===== src/rtl/instr_register_pkg.sv =====
// Shared types for the instruction register and its execution engine.
// result_t is the 64-bit signed result produced by instr_alu / instr_exec.
package instr_register_pkg;

    typedef enum logic [3:0] {
        ZERO  = 4'd0,
        PASSA = 4'd1,
        PASSB = 4'd2,
        ADD   = 4'd3,
        SUB   = 4'd4,
        MULT  = 4'd5,
        DIV   = 4'd6,
        MOD   = 4'd7
    } opcode_t;

    typedef logic signed [31:0] operand_t;
    typedef logic signed [63:0] result_t;

    typedef struct packed {
        opcode_t  opc;
        operand_t op_a;
        operand_t op_b;
    } instruction_t;

endpackage


===== src/rtl/instr_alu.sv =====
// Combinational arithmetic for one instruction; operands sign-extended to 64 bits.
// DIV/MOD are only built when INSTR_EXEC_DIV_EN is defined, otherwise they yield 0.
module instr_alu
    import instr_register_pkg::*;
(
    input  instruction_t instr,
    output result_t      result,
    output logic         div_by_zero
);

    result_t a;
    result_t b;

    always_comb begin
        a           = {{32{instr.op_a[31]}}, instr.op_a};
        b           = {{32{instr.op_b[31]}}, instr.op_b};
        result      = '0;
        div_by_zero = 1'b0;
        case (instr.opc)
            ZERO:  result = '0;
            PASSA: result = a;
            PASSB: result = b;
            ADD:   result = a + b;
            SUB:   result = a - b;
            MULT:  result = a * b;
`ifdef INSTR_EXEC_DIV_EN
            // Signed '/' truncates toward zero and '%' follows the dividend's sign.
            DIV: begin
                if (b == '0) div_by_zero = 1'b1;
                else         result      = a / b;
            end
            MOD: begin
                if (b == '0) div_by_zero = 1'b1;
                else         result      = a % b;
            end
`else
            DIV:   result = '0;
            MOD:   result = '0;
`endif
            default: result = '0;
        endcase
    end

endmodule


===== src/rtl/instr_exec.sv =====
// Batch executor: fetches instructions from an instr_register, runs them through
// instr_alu and presents each result with a valid/ready handshake. Macro: INSTR_EXEC_DIV_EN.
module instr_exec
    import instr_register_pkg::*;
#(
    parameter int PTR_W = 5
) (
    input  logic             clk,
    input  logic             reset_n,
    input  logic             start,
    input  logic [PTR_W-1:0] start_ptr,
    input  logic [PTR_W:0]   count,
    output logic [PTR_W-1:0] read_pointer,
    input  instruction_t     instruction_word,
    output result_t          result,
    output opcode_t          res_opcode,
    output logic [PTR_W-1:0] res_ptr,
    output logic             div_by_zero,
    output logic             res_valid,
    input  logic             res_ready,
    output logic             busy,
    output logic             done
);

    typedef enum logic [1:0] {IDLE, FETCH, EXEC, OUT} state_t;

    localparam logic [PTR_W:0]   REM_ONE = (PTR_W+1)'(1);
    localparam logic [PTR_W-1:0] PTR_ONE = PTR_W'(1);

    state_t           state_reg, state_next;
    logic [PTR_W-1:0] ptr_reg;
    logic [PTR_W:0]   remaining_reg;
    instruction_t     instr_reg;
    result_t          result_reg;
    opcode_t          res_opcode_reg;
    logic [PTR_W-1:0] res_ptr_reg;
    logic             dbz_reg;
    logic             done_reg;
    result_t          alu_result;
    logic             alu_dbz;
    logic             launch;

    assign launch = (state_reg == IDLE) && start && (count != '0);

    instr_alu u_alu (
        .instr       (instr_reg),
        .result      (alu_result),
        .div_by_zero (alu_dbz)
    );

    always_ff @(posedge clk or negedge reset_n) begin
        if (!reset_n) state_reg <= IDLE;
        else          state_reg <= state_next;
    end

    always_comb begin
        state_next = state_reg;
        case (state_reg)
            IDLE:  if (launch) state_next = FETCH;
            FETCH: state_next = EXEC;
            EXEC:  state_next = OUT;
            OUT: begin
                if (res_ready) state_next = (remaining_reg == REM_ONE) ? IDLE : FETCH;
            end
            default: state_next = IDLE;
        endcase
    end

    always_ff @(posedge clk or negedge reset_n) begin
        if (!reset_n) begin
            ptr_reg        <= '0;
            remaining_reg  <= '0;
            instr_reg      <= '0;
            result_reg     <= '0;
            res_opcode_reg <= ZERO;
            res_ptr_reg    <= '0;
            dbz_reg        <= 1'b0;
            done_reg       <= 1'b0;
        end else begin
            done_reg <= 1'b0;
            case (state_reg)
                IDLE: begin
                    if (launch) begin
                        ptr_reg       <= start_ptr;
                        remaining_reg <= count;
                    end
                end
                FETCH: instr_reg <= instruction_word;
                EXEC: begin
                    result_reg     <= alu_result;
                    res_opcode_reg <= instr_reg.opc;
                    res_ptr_reg    <= ptr_reg;
                    dbz_reg        <= alu_dbz;
                end
                OUT: begin
                    if (res_ready) begin
                        if (remaining_reg == REM_ONE) begin
                            done_reg <= 1'b1;
                        end else begin
                            remaining_reg <= remaining_reg - REM_ONE;
                            // Pointer wraps naturally at 2^PTR_W.
                            ptr_reg       <= ptr_reg + PTR_ONE;
                        end
                    end
                end
                default: ;
            endcase
        end
    end

    assign read_pointer = ptr_reg;
    assign result       = result_reg;
    assign res_opcode   = res_opcode_reg;
    assign res_ptr      = res_ptr_reg;
    assign div_by_zero  = dbz_reg;
    assign res_valid    = (state_reg == OUT);
    assign busy         = (state_reg != IDLE);
    assign done         = done_reg;

endmodule


===== config.mk =====
export PLATFORM = sky130hd
export DESIGN_NAME = instr_exec
export DESIGN_NICKNAME = d
export VERILOG_FILES = /design/src/rtl/instr_register_pkg.sv /design/src/rtl/instr_alu.sv /design/src/rtl/instr_exec.sv
export SDC_FILE = /design/constraint.sdc
export NUM_CORES = 2
export LEC_CHECK = 0
export ABC_AREA = 1
export BUFFER_PORTS_ARGS = -buffer_cell sky130_fd_sc_hd__buf_2
export CORE_MARGIN = 2
export CORE_UTILIZATION = 45
export DETAILED_ROUTE_END_ITERATION = 10
export PLACE_DENSITY_LB_ADDON = 0.25
export SLEW_MARGIN = 30
export SYNTH_ARGS = -nofsm -noshare
export SYNTH_HDL_FRONTEND = slang
export SYNTH_SLANG_ARGS = --single-unit

===== constraint.sdc =====
create_clock -name clk -period 14 [get_ports clk]
set_input_delay 0.7 -clock clk [delete_from_list [all_inputs] [get_ports clk]]
set_output_delay 0.7 -clock clk [all_outputs]
set_load 0.02 [all_outputs]

* Yosys cells after proc, flatten, opt, wreduce, memory -nomap -nowiden
Cells that the tools add are included.
** Operators by class
- $add $sub $neg :: 4
- Multipliers :: 1
- Equality and inequality tests :: 12
- Mux-type cells :: 16
- Reductions and logical operators :: 8
** Operators by type and width (count)
- 64-bit case mux with 5 select lines :: 1
- 32-bit by 32-bit multiplier with 64-bit output :: 1
- 32-bit by 32-bit adder with 33-bit output :: 1
- 32-bit by 32-bit subtractor with 33-bit output :: 1
- 6-bit two-way mux :: 3
- 5-bit two-way mux :: 3
- 6-bit case mux with 2 select lines :: 1
- 5-bit case mux with 2 select lines :: 1
- 4-bit by 2-bit equality test with 1-bit output (second input constant) :: 2
- 4-bit by 3-bit equality test with 1-bit output (second input constant) :: 2
- 2-bit case mux with 4 select lines :: 1
- 6-bit by 1-bit equality test with 1-bit output (second input constant) :: 1
- 6-bit nonzero test :: 1
- 6-bit by 1-bit subtractor with 6-bit output (second input constant) :: 1
- 5-bit by 1-bit adder with 5-bit output (second input constant) :: 1
- 2-bit equality test (second input constant) :: 2
- 4-bit by 1-bit equality test with 1-bit output (second input constant) :: 1
- 1-bit two-way mux :: 4
- 2-bit two-way mux :: 2
- 2-bit inequality test (second input constant) :: 2
- 4-bit AND reduction :: 1
- 2-bit nonzero test :: 2
- 2-bit by 1-bit equality test with 1-bit output (second input constant) :: 1
- 1-bit logical AND :: 2
- other kinds (3) :: 3
** Word-level totals
- Register bits :: 155
- Bits of input ports :: 83
- Output and inout bits :: 82
- Logic and storage cells :: 51

* Longest topological paths before layout
- Word-level depth :: 5
- Mapped depth :: 36
- Depth with buffers taken out :: 34

* Hierarchy
From an unflattened synthesis, not the netlist that was laid out.
** Second synthesis, totals
- Cell total of the unflattened synthesis :: 6783
- Area, all modules :: 51140.3 sq um
** By module, submodules not included
- instr_alu :: instances 1, cells each 6321, area an instance 44890.6 sq um
- instr_exec :: instances 1, cells each 462, area an instance 6249.7 sq um

* Worst setup path after synthesis
No wires, ideal clock.
- Path kind :: register to register
- From :: reg instr_reg[63] (netlist name)
- To :: reg result_reg[51] (netlist: result[51])
- Setup time :: 0.117 ns
- Arrival :: 7.328 ns
- Setup slack :: 6.556 ns
- Stages on the path, launching flop included :: 33
- Clock period less this slack :: 7.444 ns
- Cell sequence :: dfrtp_1 > clkbuf_1 > clkbuf_1 > nand2_1 > inv_1 > fa_1 > inv_1 > fa_1 > inv_1 > fa_1 > fa_1 > inv_1 > fa_1 > inv_1 > fa_1 > inv_1 > fa_1 > inv_1 > fa_1 > ha_1 > nand2_1 > nor2_1 > inv_1 > nor2_1 > nand2_1 > nor3_1 > nand2_1 > nand3_1 > nand2_1 > nand3_1 > nand2_2 > nand2_1 > nand2_1
** On the way
- Word-level cells in the longest chain between the ends :: 2
- Elaborated cells on any way between the ends :: 4
- Those cells by class :: add/sub (2); mul (1); mux (1)
** RTL lines
- from (decl) :: line instr_exec.sv:33 : instruction_t instr_reg;
- from (signal assigned) :: line instr_exec.sv:88 : FETCH: instr_reg <= instruction_word;
- 32-bit by 32-bit multiplier with 64-bit output, or another cell as far along :: line instr_alu.sv:25 : MULT: result = a * b;
- 64-bit case mux with 5 select lines * :: line instr_alu.sv:19 : case (instr.opc)
- to (signal assigned) :: line instr_exec.sv:90 : result_reg <= alu_result;
- to (decl) :: line instr_exec.sv:34 : result_t result_reg;
Every way passes the cells marked *; elsewhere a longest branch is shown, timed or not.
A chain may end at the register's enable or synchronous reset.

* Worst setup path after layout
- From :: reg instr_reg[5] (netlist name)
- To :: reg result_reg[56] (netlist: result[56])
The elaborated chain is that of the path after synthesis.

==> metrics.txt <==
R2R Path End result[56]$_DFFE_PN0N_; detailed placer's ending HPWL 145,000 um; Hold Crit Class input port to async pin; largest family of logic cells by synthesized area adder cells; CTS Buffer Depth 2; # hold bufs at CTS 0; global route overflow 0; setup TNS 0 ns; Post-Syn Nets 8,303; post-synthesis xor/xnor area fraction 0.00259; CP Launch Point instr_reg[5]$_DFFE_PN0N_; Starting Density 0.453; Die ar. 0.116 mm^2; clock latency on the worst-skew pair 0.49 ns; routed vias/inst 5.20; wire length per cell 21.3 um; H-tree Lvls 4; CP Class register to register; first-pass GRT wire length 276,000 um; Crit. End Element register; PortBufs 163; CP max stage delay 0.91 ns; max_cap viols 0; total track usage 0.317; vias after detailed routing 43,600; Layout Nets 8,288; clk sink count 155; pin count of the biggest net entering global routing 87; EDFF count, synth 0; Chip Height 340 um; worst reg2reg path depth 29; internal reg-to-reg setup slack 4.99 ns; First DRT Iteration DRCs 4,246; fmax 0.111 GHz; Worst Max-Slew Pin Slew 0.921 ns; Synth area leaders fa_1, nand2_1, inv_1; share of cells above drive strength 1 0.0571; ANT nets after route 0; Setup Skew 0.0300 ns; max reg flops 68; CP arrival 9.40 ns; area delta synth->final 5.50%; post-synthesis adder-cell area fraction 0.490; CTS tree built; post-synthesis compound-gate area fraction 0.0459; initial antenna violation count 5; die width 340 um; Synth Cell Area 0.0508 mm^2; yosys warns 0; Tcrit/Tclk final 0.643; crit-path max FO 26; Setup violations, final 0; Startpoint Class register; vias in the first global route 44,700; RSZ-0062 raised after global routing no; TritonRoute pass-1 iters 6; I/O pins 165; Main synth FF type dfrtp_1; non-filler cells, final 8,378; RePlAce Congestion 1.06; slew margin rel. 0.386; CTS buffer count 17; CP max-delay cell fa_1; CTS clk-pin slew, worst paths 0.09 ns; final slew viol count 0; r2r startpoint instr_reg[5]$_DFFE_PN0N_; root buffer cell clkbuf_16; post-synthesis simple-gate area fraction 0.217; synth unique cells 54; Avg Cell Area, Syn 7.39 um^2; multiplexer share of the synthesized area 0.00177; post-cts sizing count 0; Residual DRC 0; standard-cell row count 123; Synth Instances 6,879; post-synth top area cell fa_1; buffer count from post-CTS setup fixing 0; FF+latch count, synth 155; run status finished, final reports clean; Core Footprint 0.112 mm^2; post-layout min period 9.01 ns; CP required 14.39 ns; final WL 178,000 um; post-synth top area share 0.427; asr flop ratio synth 1.00; final count of hold timing violations 0; Cells after DPL 8,345; Seq/Total Area, Yosys 0.0763
-- per-stage QoR --
| stage | hold slack [ns] | area, um^2 | worst slack [ns] | util |
|---|---|---|---|---|
| finish | 0.185 | 53600 | 4.99 | 0.478 |
| detailed placement | 0.463 | 53000 | 5.10 | 0.473 |
| global placement | 0.451 | 53000 | 5.15 | 0.473 |
| global route | 0.225 | 53600 | 4.52 | 0.478 |
| floorplan | 0.404 | 50800 | 6.56 | - |
| CTS | 0.180 | 53600 | 5.09 | 0.478 |
-- worst max-delay path, delay by kind of cell, from the launching register on --
family / cells / cell delay [ns]
buffers and inverters: 9 / 1.67
flip-flops: 1 / 0.52
adder cells (fa/ha/maj): 9 / 4.74
AND/OR/NAND/NOR: 11 / 1.95
-- layer usage --
layer / track usage / vias to the layer above / share of wire
met3: 0.0407 / 285 / 0.074
met4: 0.0977 / 4 / 0.035
li1: - / 19600 / -
met2: 0.517 / 1764 / 0.47
met1: 0.440 / 22000 / 0.42
met5: 0 / - / 0.00015
-- cells in the final DEF, fill, tap and decap left out, types with 10 or more instances in the layout --
master and n:
nand2_2 46, nor3_1 25, nand4_1 50, nand3b_1 15, clkbuf_16 17, inv_1 1925
ha_1 255, nand2_1 2071, o21bai_1 30, inv_2 13, a21oi_1 146, or2_2 10
xor2_1 10, nor2_1 229, o21ai_0 170, dfrtp_1 151, buf_4 87, fa_1 1084
o22ai_1 16, nand3_1 233, buf_2 162
-- worst max-delay path by stage --
| stage | to | slack [ns] | depth (start not counted) |
|---|---|---|---|
| 2_1_floorplan | result[51]$_DFFE_PN0N_ | 6.56 | 32 |
| 3_3_place_gp | result[56]$_DFFE_PN0N_ | 5.15 | 29 |
| 3_5_place_dp | result[56]$_DFFE_PN0N_ | 5.10 | 29 |
| 4_1_cts | result[56]$_DFFE_PN0N_ | 5.09 | 29 |
| 5_1_grt | result[56]$_DFFE_PN0N_ | 4.52 | 29 |
| 6_report | result[56]$_DFFE_PN0N_ | 4.99 | 29 |
-- cell type report --
| class | count | area [um^2] |
|---|---|---|
| Antenna cell | 1 | 2.50 |
| Clock buffer | 17 | 425 |
| Clock inverter | 15 | 150 |
| Fill cell | 11300 | 58600 |
| Inverter | 1941 | 7290 |
| Multi-Input combinational cell | 4499 | 38500 |
| Sequential cell | 155 | 3880 |
| Tap cell | 1500 | 1880 |
| Timing Repair Buffer | 250 | 1480 |
-- Yosys cell counts, types with 16 or more instances --
| library cell | count |
|---|---|
| nand3_1 | 233 |
| fa_1 | 1084 |
| nand2_2 | 46 |
| o21bai_1 | 30 |
| a21oi_1 | 146 |
| dfrtp_1 | 155 |
| clkbuf_1 | 250 |
| inv_1 | 1925 |
| nor3_1 | 25 |
| nand4_1 | 50 |
| nor2_1 | 229 |
| buf_2 | 21 |
| ha_1 | 257 |
| o21ai_0 | 170 |
| nand2_1 | 2071 |
| o22ai_1 | 16 |
-- cells by family after synthesis --
logic type,Yosys count
fa+ha+maj,1341
flops,155
other cells,1
simple gates,2718
buf+inv,2225
mux,8
compound gates,416
xor+xnor,15
Power is left out: the tool's default activity adds up to more than one toggle a clock period on the data nets, which glitch-free logic cannot reach.
